File: src/rtl/coin_input_conditioner_pkg.sv
`default_nettype none
// ============================================================================
// Module      : coin_pkg
// Description : Shared channel-state encoding and default timing constants
//               for the coin input conditioner.
// Revision    : 1.0 - initial release
// ============================================================================
package coin_pkg;

    localparam int unsigned c_DEBOUNCE_CYCLES = 4;
    localparam int unsigned c_STUCK_CYCLES    = 64;
    localparam int unsigned c_CNT_W           = 7;

    typedef logic [2:0] chan_state_t;

    localparam chan_state_t c_ST_IDLE         = 3'd0;
    localparam chan_state_t c_ST_PRESS_WAIT   = 3'd1;
    localparam chan_state_t c_ST_PRESSED      = 3'd2;
    localparam chan_state_t c_ST_RELEASE_WAIT = 3'd3;
    localparam chan_state_t c_ST_STUCK        = 3'd4;

endpackage : coin_pkg
`default_nettype wire

File: src/rtl/coin_input_conditioner_if.sv
`default_nettype none
// ============================================================================
// Module      : coin_input_conditioner_if
// Description : Raw coin switch levels in, clean nb/db pulses and stuck out.
// Revision    : 1.0 - initial release
// ============================================================================
interface coin_input_conditioner_if;

    logic nickel_in;
    logic dime_in;
    logic nb;
    logic db;
    logic stuck;

    modport master (
        output nickel_in,
        output dime_in,
        input  nb,
        input  db,
        input  stuck
    );

    modport slave (
        input  nickel_in,
        input  dime_in,
        output nb,
        output db,
        output stuck
    );

endinterface : coin_input_conditioner_if
`default_nettype wire

File: src/rtl/coin_input_conditioner_debounce.sv
`default_nettype none
// ============================================================================
// Module      : coin_debounce_channel
// Description : 2-flop synchroniser, debounce FSM and saturating counter for
//               one coin switch; emits a one-cycle accept per press.
// Revision    : 1.0 - initial release
// ============================================================================
module coin_debounce_channel
    import coin_pkg::*;
#(
    parameter int unsigned DEBOUNCE_CYCLES = c_DEBOUNCE_CYCLES,
    parameter int unsigned STUCK_CYCLES    = c_STUCK_CYCLES,
    parameter int unsigned CNT_W           = c_CNT_W
) (
    input  wire  clk,
    input  wire  rst,
    input  wire  i_raw,
    output logic o_accept,
    output logic o_stuck
);

    localparam logic [CNT_W-1:0] c_DEB_LAST   = CNT_W'(DEBOUNCE_CYCLES - 1);
    localparam logic [CNT_W-1:0] c_STUCK_LAST = CNT_W'(STUCK_CYCLES - 1);
    localparam logic [CNT_W-1:0] c_ONE        = CNT_W'(1);

    logic [1:0]       r_sync;
    chan_state_t      r_state;
    logic [CNT_W-1:0] r_cnt;
    logic             r_accept;

    chan_state_t      w_state_nxt;
    logic [CNT_W-1:0] w_cnt_nxt;
    logic [CNT_W-1:0] w_cnt_inc;
    logic             w_accept_nxt;
    logic             w_sync;

    assign w_sync    = r_sync[1];
    assign w_cnt_inc = (r_cnt == '1) ? r_cnt : r_cnt + c_ONE;

    always_comb begin
        w_state_nxt  = r_state;
        w_cnt_nxt    = r_cnt;
        w_accept_nxt = 1'b0;
        case (r_state)
            c_ST_IDLE: begin
                if (w_sync) begin
                    w_state_nxt = c_ST_PRESS_WAIT;
                    w_cnt_nxt   = c_ONE;
                end
            end
            c_ST_PRESS_WAIT: begin
                if (!w_sync) begin
                    w_state_nxt = c_ST_IDLE;
                    w_cnt_nxt   = '0;
                end else if (r_cnt == c_DEB_LAST) begin
                    w_state_nxt  = c_ST_PRESSED;
                    w_cnt_nxt    = '0;
                    w_accept_nxt = 1'b1;
                end else begin
                    w_cnt_nxt = w_cnt_inc;
                end
            end
            c_ST_PRESSED: begin
                if (!w_sync) begin
                    w_state_nxt = c_ST_RELEASE_WAIT;
                    w_cnt_nxt   = c_ONE;
                end else if (r_cnt == c_STUCK_LAST) begin
                    w_state_nxt = c_ST_STUCK;
                    w_cnt_nxt   = '0;
                end else begin
                    w_cnt_nxt = w_cnt_inc;
                end
            end
            c_ST_RELEASE_WAIT: begin
                // A bounce back high re-enters PRESSED, so no second accept.
                if (w_sync) begin
                    w_state_nxt = c_ST_PRESSED;
                    w_cnt_nxt   = '0;
                end else if (r_cnt == c_DEB_LAST) begin
                    w_state_nxt = c_ST_IDLE;
                    w_cnt_nxt   = '0;
                end else begin
                    w_cnt_nxt = w_cnt_inc;
                end
            end
            c_ST_STUCK: begin
                if (!w_sync) begin
                    w_state_nxt = c_ST_RELEASE_WAIT;
                    w_cnt_nxt   = c_ONE;
                end
            end
            default: begin
                w_state_nxt = c_ST_IDLE;
                w_cnt_nxt   = '0;
            end
        endcase
    end

    always_ff @(posedge clk or negedge rst) begin
        if (!rst) begin
            r_sync   <= 2'b00;
            r_state  <= c_ST_IDLE;
            r_cnt    <= '0;
            r_accept <= 1'b0;
        end else begin
            r_sync   <= {r_sync[0], i_raw};
            r_state  <= w_state_nxt;
            r_cnt    <= w_cnt_nxt;
            r_accept <= w_accept_nxt;
        end
    end

    assign o_accept = r_accept;
    assign o_stuck  = (r_state == c_ST_STUCK);

endmodule : coin_debounce_channel
`default_nettype wire

File: src/rtl/coin_input_conditioner.sv
`default_nettype none
// ============================================================================
// Module      : coin_input_conditioner
// Description : Two debounced coin channels plus arbitration so nb and db
//               never pulse in the same cycle.
// Revision    : 1.0 - initial release
// ============================================================================
module coin_input_conditioner
    import coin_pkg::*;
#(
    parameter int unsigned DEBOUNCE_CYCLES = c_DEBOUNCE_CYCLES,
    parameter int unsigned STUCK_CYCLES    = c_STUCK_CYCLES,
    parameter int unsigned CNT_W           = c_CNT_W
) (
    input wire                     clk,
    input wire                     rst,
    coin_input_conditioner_if.slave bus
);

    logic w_nickel_accept;
    logic w_dime_accept;
    logic w_nickel_stuck;
    logic w_dime_stuck;

    logic r_nb;
    logic r_db;
    logic r_pending;

    coin_debounce_channel #(
        .DEBOUNCE_CYCLES (DEBOUNCE_CYCLES),
        .STUCK_CYCLES    (STUCK_CYCLES),
        .CNT_W           (CNT_W)
    ) u_nickel (
        .clk      (clk),
        .rst      (rst),
        .i_raw    (bus.nickel_in),
        .o_accept (w_nickel_accept),
        .o_stuck  (w_nickel_stuck)
    );

    coin_debounce_channel #(
        .DEBOUNCE_CYCLES (DEBOUNCE_CYCLES),
        .STUCK_CYCLES    (STUCK_CYCLES),
        .CNT_W           (CNT_W)
    ) u_dime (
        .clk      (clk),
        .rst      (rst),
        .i_raw    (bus.dime_in),
        .o_accept (w_dime_accept),
        .o_stuck  (w_dime_stuck)
    );

    // Nickel wins a tie; the dime is deferred by exactly one cycle.
    always_ff @(posedge clk or negedge rst) begin
        if (!rst) begin
            r_nb      <= 1'b0;
            r_db      <= 1'b0;
            r_pending <= 1'b0;
        end else begin
            r_nb      <= w_nickel_accept;
            r_db      <= (w_dime_accept & ~w_nickel_accept) | r_pending;
            r_pending <= w_dime_accept & w_nickel_accept;
        end
    end

    assign bus.nb    = r_nb;
    assign bus.db    = r_db;
    assign bus.stuck = w_nickel_stuck | w_dime_stuck;

endmodule : coin_input_conditioner
`default_nettype wire
File: src/flat_wrapper.sv
// flat-port wrapper written by rule: the top's interface ports become plain ports
module coin_input_conditioner_flat import coin_pkg::*;
#(
    parameter int unsigned DEBOUNCE_CYCLES = c_DEBOUNCE_CYCLES,
    parameter int unsigned STUCK_CYCLES    = c_STUCK_CYCLES,
    parameter int unsigned CNT_W           = c_CNT_W
)
  (clk, rst, bus_nickel_in, bus_dime_in, bus_nb, bus_db, bus_stuck);
  coin_input_conditioner_if bus_i ();
  input wire clk;
  input wire rst;
  input wire logic [$bits(bus_i.nickel_in)-1:0] bus_nickel_in;
  input wire logic [$bits(bus_i.dime_in)-1:0] bus_dime_in;
  output wire logic [$bits(bus_i.nb)-1:0] bus_nb;
  output wire logic [$bits(bus_i.db)-1:0] bus_db;
  output wire logic [$bits(bus_i.stuck)-1:0] bus_stuck;
  assign bus_i.nickel_in = bus_nickel_in;
  assign bus_i.dime_in = bus_dime_in;
  assign bus_nb = bus_i.nb;
  assign bus_db = bus_i.db;
  assign bus_stuck = bus_i.stuck;
  coin_input_conditioner #(.DEBOUNCE_CYCLES(DEBOUNCE_CYCLES), .STUCK_CYCLES(STUCK_CYCLES), .CNT_W(CNT_W)) u_core (.clk(clk), .rst(rst), .bus(bus_i));
endmodule
File: config.mk
export PLATFORM = sky130hd
export DESIGN_NAME = coin_input_conditioner_flat
export DESIGN_NICKNAME = d
export VERILOG_FILES = /design/src/rtl/coin_input_conditioner_pkg.sv /design/src/rtl/coin_input_conditioner_if.sv /design/src/rtl/coin_input_conditioner_debounce.sv /design/src/rtl/coin_input_conditioner.sv /design/src/flat_wrapper.sv
export SDC_FILE = /design/constraint.sdc
export NUM_CORES = 1
export LEC_CHECK = 0
export CAP_MARGIN = 15
export CORE_MARGIN = 5
export CORE_UTILIZATION = 40
export CTS_CLUSTER_SIZE = 20
export DETAILED_ROUTE_END_ITERATION = 8
export PLACE_DENSITY_LB_ADDON = 0.15
export SKIP_CTS_REPAIR_TIMING = 1
export SLEW_MARGIN = 10
export SYNTH_ARGS = -nofsm -noshare
export SYNTH_HDL_FRONTEND = slang
export SYNTH_SLANG_ARGS = --single-unit
File: constraint.sdc
create_clock -name clk -period 2.4 [get_ports clk]
set_input_delay 0.48 -clock clk [delete_from_list [all_inputs] [get_ports clk]]
set_output_delay 0.48 -clock clk [all_outputs]
set_load 0.03 [all_outputs]
# Word-level counts from Yosys, hierarchy flattened
# Index checks and enable logic that the tools add are counted.
# Widths: inputs -> output; s select.
dict set report totals {
  register_bits 29
  inputBits 4
  out_inout_bits 3
  wordCells 90
}
dict set report op_classes {
  addsub 2
  n_eq_ne 24
  muxes 42
  bitwise_logic 5
  n_reduce_logical 6
}
# operator n
set op_table {}
lappend op_table {{$mux 7} 16}
lappend op_table {{$pmux 7 s5} 2}
lappend op_table {{$mux 3} 16}
lappend op_table {{$pmux 3 s5} 2}
lappend op_table {{$ne 3x3->1 const B} 6}
lappend op_table {{$add 7x1->7 const B} 2}
lappend op_table {{$eq 7x2->1 const B} 2}
lappend op_table {{$eq 7x6->1 const B} 2}
lappend op_table {{$eq 7x7->1 const B} 2}
lappend op_table {{$eq 3x2->1 const B} 4}
lappend op_table {{$reduce_and 5->1} 2}
lappend op_table {{$ne 2x2->1 const B} 4}
lappend op_table {{$eq 3x1->1 const B} 2}
lappend op_table {{$eq 3x3->1 const B} 2}
lappend op_table {{$logic_not 3->1} 2}
lappend op_table {{$mux 1} 6}
lappend op_table {{$reduce_and 2->1} 2}
lappend op_table {{$and 1x1->1} 2}
lappend op_table {{$or 1x1->1} 2}
lappend op_table {{$not 1->1} 1}

# Logic depth before layout (Yosys ltp)
dict set report logic_depth {
  word_depth 5
  ltp_mapped 6
  depth_no_buf 5
}

# Hierarchy
# From an unflattened synthesis, not the netlist that was laid out.
dict set report unflattened {
  cells_unflattened 182
  area_unflattened_um2 1730.4
}
# module instances cells_each area_each_um2 seq_area_each_um2
set modules_own_cells {}
lappend modules_own_cells {{coin_debounce_channel (u_core.u_nickel)} 1 92 820.8 325.3}
lappend modules_own_cells {{coin_debounce_channel (u_core.u_dime)} 1 83 809.5 325.3}
lappend modules_own_cells {coin_input_conditioner 1 7 100.1 75.1}

# Worst setup path after synthesis
# No wires, ideal clock.
dict set report synth_timing {
  path_type {register to output}
  startpoint {reg u_core.u_dime.r_state[2]}
  endpoint {out bus_stuck}
  arrival_time_ps 1410
  required_ps 1920
  setup_slack_ps 510
  stages_incl_launch_ff 4
  n_path_buf 1
  path_cell_list {dfrtp_1 -> clkbuf_1 -> nand2b_1 -> o21ai_0}
}
dict set report synth_between {
  elab_chain_len 2
}
# item line_no
set synth_rtl {}
lappend synth_rtl {{from (decl)} coin_input_conditioner_debounce.sv:27} ;# chan_state_t r_state;
lappend synth_rtl {{from (signal assigned)} coin_input_conditioner_debounce.sv:102} ;# r_state <= c_ST_IDLE;
lappend synth_rtl {{from (signal assigned)} coin_input_conditioner_debounce.sv:107} ;# r_state <= w_state_nxt;
lappend synth_rtl {{$eq 3x3->1} coin_input_conditioner_debounce.sv:114} ;# assign o_stuck = (r_state == c_ST_STUCK);
lappend synth_rtl {{$or 1x1->1} coin_input_conditioner.sv:68} ;# assign bus.stuck = w_nickel_stuck | w_dime_stuck;
lappend synth_rtl {{to (decl)} flat_wrapper.sv:16} ;# output wire logic [$bits(bus_i.stuck)-1:0] bus_stuck;
# Every way passes these cells.

# Worst setup path in the final report
# Ends and elaborated chain as after synthesis.

==> metrics.yaml <==
grt:
  grt_usage_pct: 14.20
  first_global_vias: 1429
  antenna_found_initial: 0
  grt_max_degree: 30
  grt_pass1_wl_um: 6810
  overflow: 0
finish:
  final_common_cell: "dfrtp_1"
  num_antenna_cells: 0
  area_growth_pct: 12.46
  drive_gt1_share_pct: 10.29
  stdcell_area_um2: 2011
  mostFrequentLayoutCells: "29 x dfrtp_1, 14 x a21oi_1, 12 x nor2_1, 12 x nand3_1"
  nets: 209
drt:
  drc: 0
  wl_um: 4020
  wire_per_inst_um: 15.70
  drt-vias-per-instance: 6.000
  first_pass_iters: 4
  drtAntennaViolNets: 0
  drtIter0Drc: 106
  vias: 1536
die:
  die-area_um2: 5907
  dieHeight_um: 76.86
  start_util_pct: 41.06
  core_area_um2: 4354
  std_cell_rows: 24
  die_w_um: 76.86
  pin_count: 7
worst_setup_path:
  crit_type: "flop to primary output"
  worst-path-max-fanout: 11
  end_kind: "primary output"
  critPathLaunch: "u_core.u_dime.r_state[2]$_DFFE_PN0P_"
  r2r_cells: 5
  cp.arrival_ns: 1.46
  timing.rr.start: "u_core.u_nickel.r_cnt[0]$_DFFE_PN0P_"
  cp.required_ns: 1.92
  r2r-end: "u_core.u_nickel.r_state[1]$_DFFE_PN0P_"
  cp-start-kind: "flop"
  r2r_slack_ns: 0.50
synthesis:
  synth_top_cell_area_share_pct: 40.59
  synth_area_per_cell_um2: 9.030
  syn_inst: 198
  synth_warnings: 0
  synth_nets: 204
  yosysSeqAreaShare_pct: 40.59
  yosys.area.top_type: "dfrtp_1"
  synth-async-reset-ratio_pct: 100.0
  synth_area_leaders: "dfrtp_1 41%, a21oi_1 3.9%, o31ai_1 3.8%"
  syn_area_um2: 1788
  ys_ff_latch: 29
  ys.flop_type: "dfrtp_1"
  synth_cell_types: 45
  synth_edf_count: 0
clock_network:
  clkSlewWorstSetupHoldPaths_ns: 0.07
  cts_max_path_buffers: 2
  cts_tree: "built"
  cts_max_level: 2
  root_buffer: "clkbuf_8"
  clk_latency_ns: 0.27
  cts_num_sinks: 29
  cts_buffers: 5
power_and_ir_drop:
  netSwitchingFraction_pct: 35.30
  cellLeakagePower_nw: 0.8519
  seq_power_share_pct: 34.9
  intPower_mw: 1.241
  powerDensity_nw_per_um2: 954.1
  p_sw_uw: 677.2
  clkPwrFrac_pct: 31.3
  combPwrFrac_pct: 33.7
  total_power_mw: 1.918
  ir_worst_vdd_mv: 0.4707
sta:
  fin_crit_sh_pct: 80.74
  rsz0062_at_grt: "no"
  fmax_ghz: 0.5160
  finClkSkew_ns: 0.005431
  final.setup.tns_ns: 0
  tightest_slew_ns: 0.6949
  setup_ws_ns: 0.4622
  holdWs_ns: 0.3538
  slew_headroom_pct: 53.32
  hold_violations: 0
  finalSetupViolCount: 0
  min_period_ns: 1.938
  slew_violations: 0
hold_path:
  worstHoldEndpoint: "u_core.u_nickel.r_sync[1]$_DFF_PN0_"
  min_path_cells: 0
  hold_class: "flop to flop"
  min_from: "u_core.u_nickel.r_sync[0]$_DFF_PN0_"
place:
  place_area_um2: 1874
  portBuffers: 6
  dp_hpwl_um: 2871
  finalWeightedCongestion: 0.8704
  post-place-ws_ns: 0.3795
flow_run:
  drv_cap: 0
run_status:
  outcome: "finished, final reports clean"
registers in the layout, summed over array words and instances, names as in the netlist, 2 cells and up:
name and cells:
u_core.u_nickel.r_sync 2, u_core.u_nickel.r_state 3, u_core.u_dime.r_sync 2, u_core.u_dime.r_state 3, u_core.u_nickel.r_cnt 7, u_core.u_dime.r_cnt 7
worst max-delay path, stage by stage (launching register included):
cell and delay [ns]:
dfrtp_1 0.52, nand2b_1 0.17, o21ai_0 0.19, dlymetal6s2s_1 0.31
cell type report:
cell class,count,area [µm²]
fill,426,2344
multi-input combinational,148,959.7
sequential,29,725.7
timing repair buffer,10,92.59
clock buffer,5,68.82
clock inverter,3,65.06
tap,52,65.06
inverter,9,33.78
per-stage QoR:
stage,utilization (%),instances
detailed placement,43.05,248
floorplan,-,198
global placement,43.05,248
finish,46.18,256
global route,46.18,256
CTS,46.12,256
logic make-up (layout without fill, tap and decap cells):
family / after synthesis / after routing / synth area share, %
adder cells (fa/ha/maj): 2 / 2 / 1.399
buffers and inverters: 21 / 27 / 5.738
AND/OR/NAND/NOR: 80 / 80 / 26.31
XOR/XNOR: 5 / 5 / 2.450
AO/OA/AOI/OAI: 60 / 60 / 22.95
flip-flops: 29 / 29 / 40.59
multiplexers: 1 / 1 / 0.5599
synthesized netlist by cell type, types with 6 or more instances:
library cell,count
nand2b_1,10
nand2_1,10
a22oi_1,6
inv_1,9
nor3_1,7
nor2_1,12
o31ai_1,9
nand3_1,12
dfrtp_1,29
buf_2,7
o21ai_0,8
a21oi_1,14
power by group through the flow:
stage / clock, mW / combinational, mW / sequential, mW
finish: 0.601 / 0.647 / 0.670
global route: 0.644 / 0.724 / 0.682
CTS: 0.617 / 0.643 / 0.668
detailed placement: 0 / 0.640 / 0.675
global placement: 0 / 0.640 / 0.673
floorplan: 0 / 0.509 / 0.630
worst max path at each step:
stage                end  cells past startpoint
2_1_floorplan  bus_stuck                      3
3_3_place_gp   bus_stuck                      3
3_5_place_dp   bus_stuck                      3
4_1_cts        bus_stuck                      3
5_1_grt        bus_stuck                      3
6_report       bus_stuck                      3
metal layers:
metal  up-vias  track usage, %  part of all wire [%]
met3         2           4.333                   5.3
li1        752               -                     -
met1       740           19.94                    50
met2        42           21.14                    44
met4         0           3.671                  0.60
met5         -               0                     0
Power figures use the tool's default switching activity.
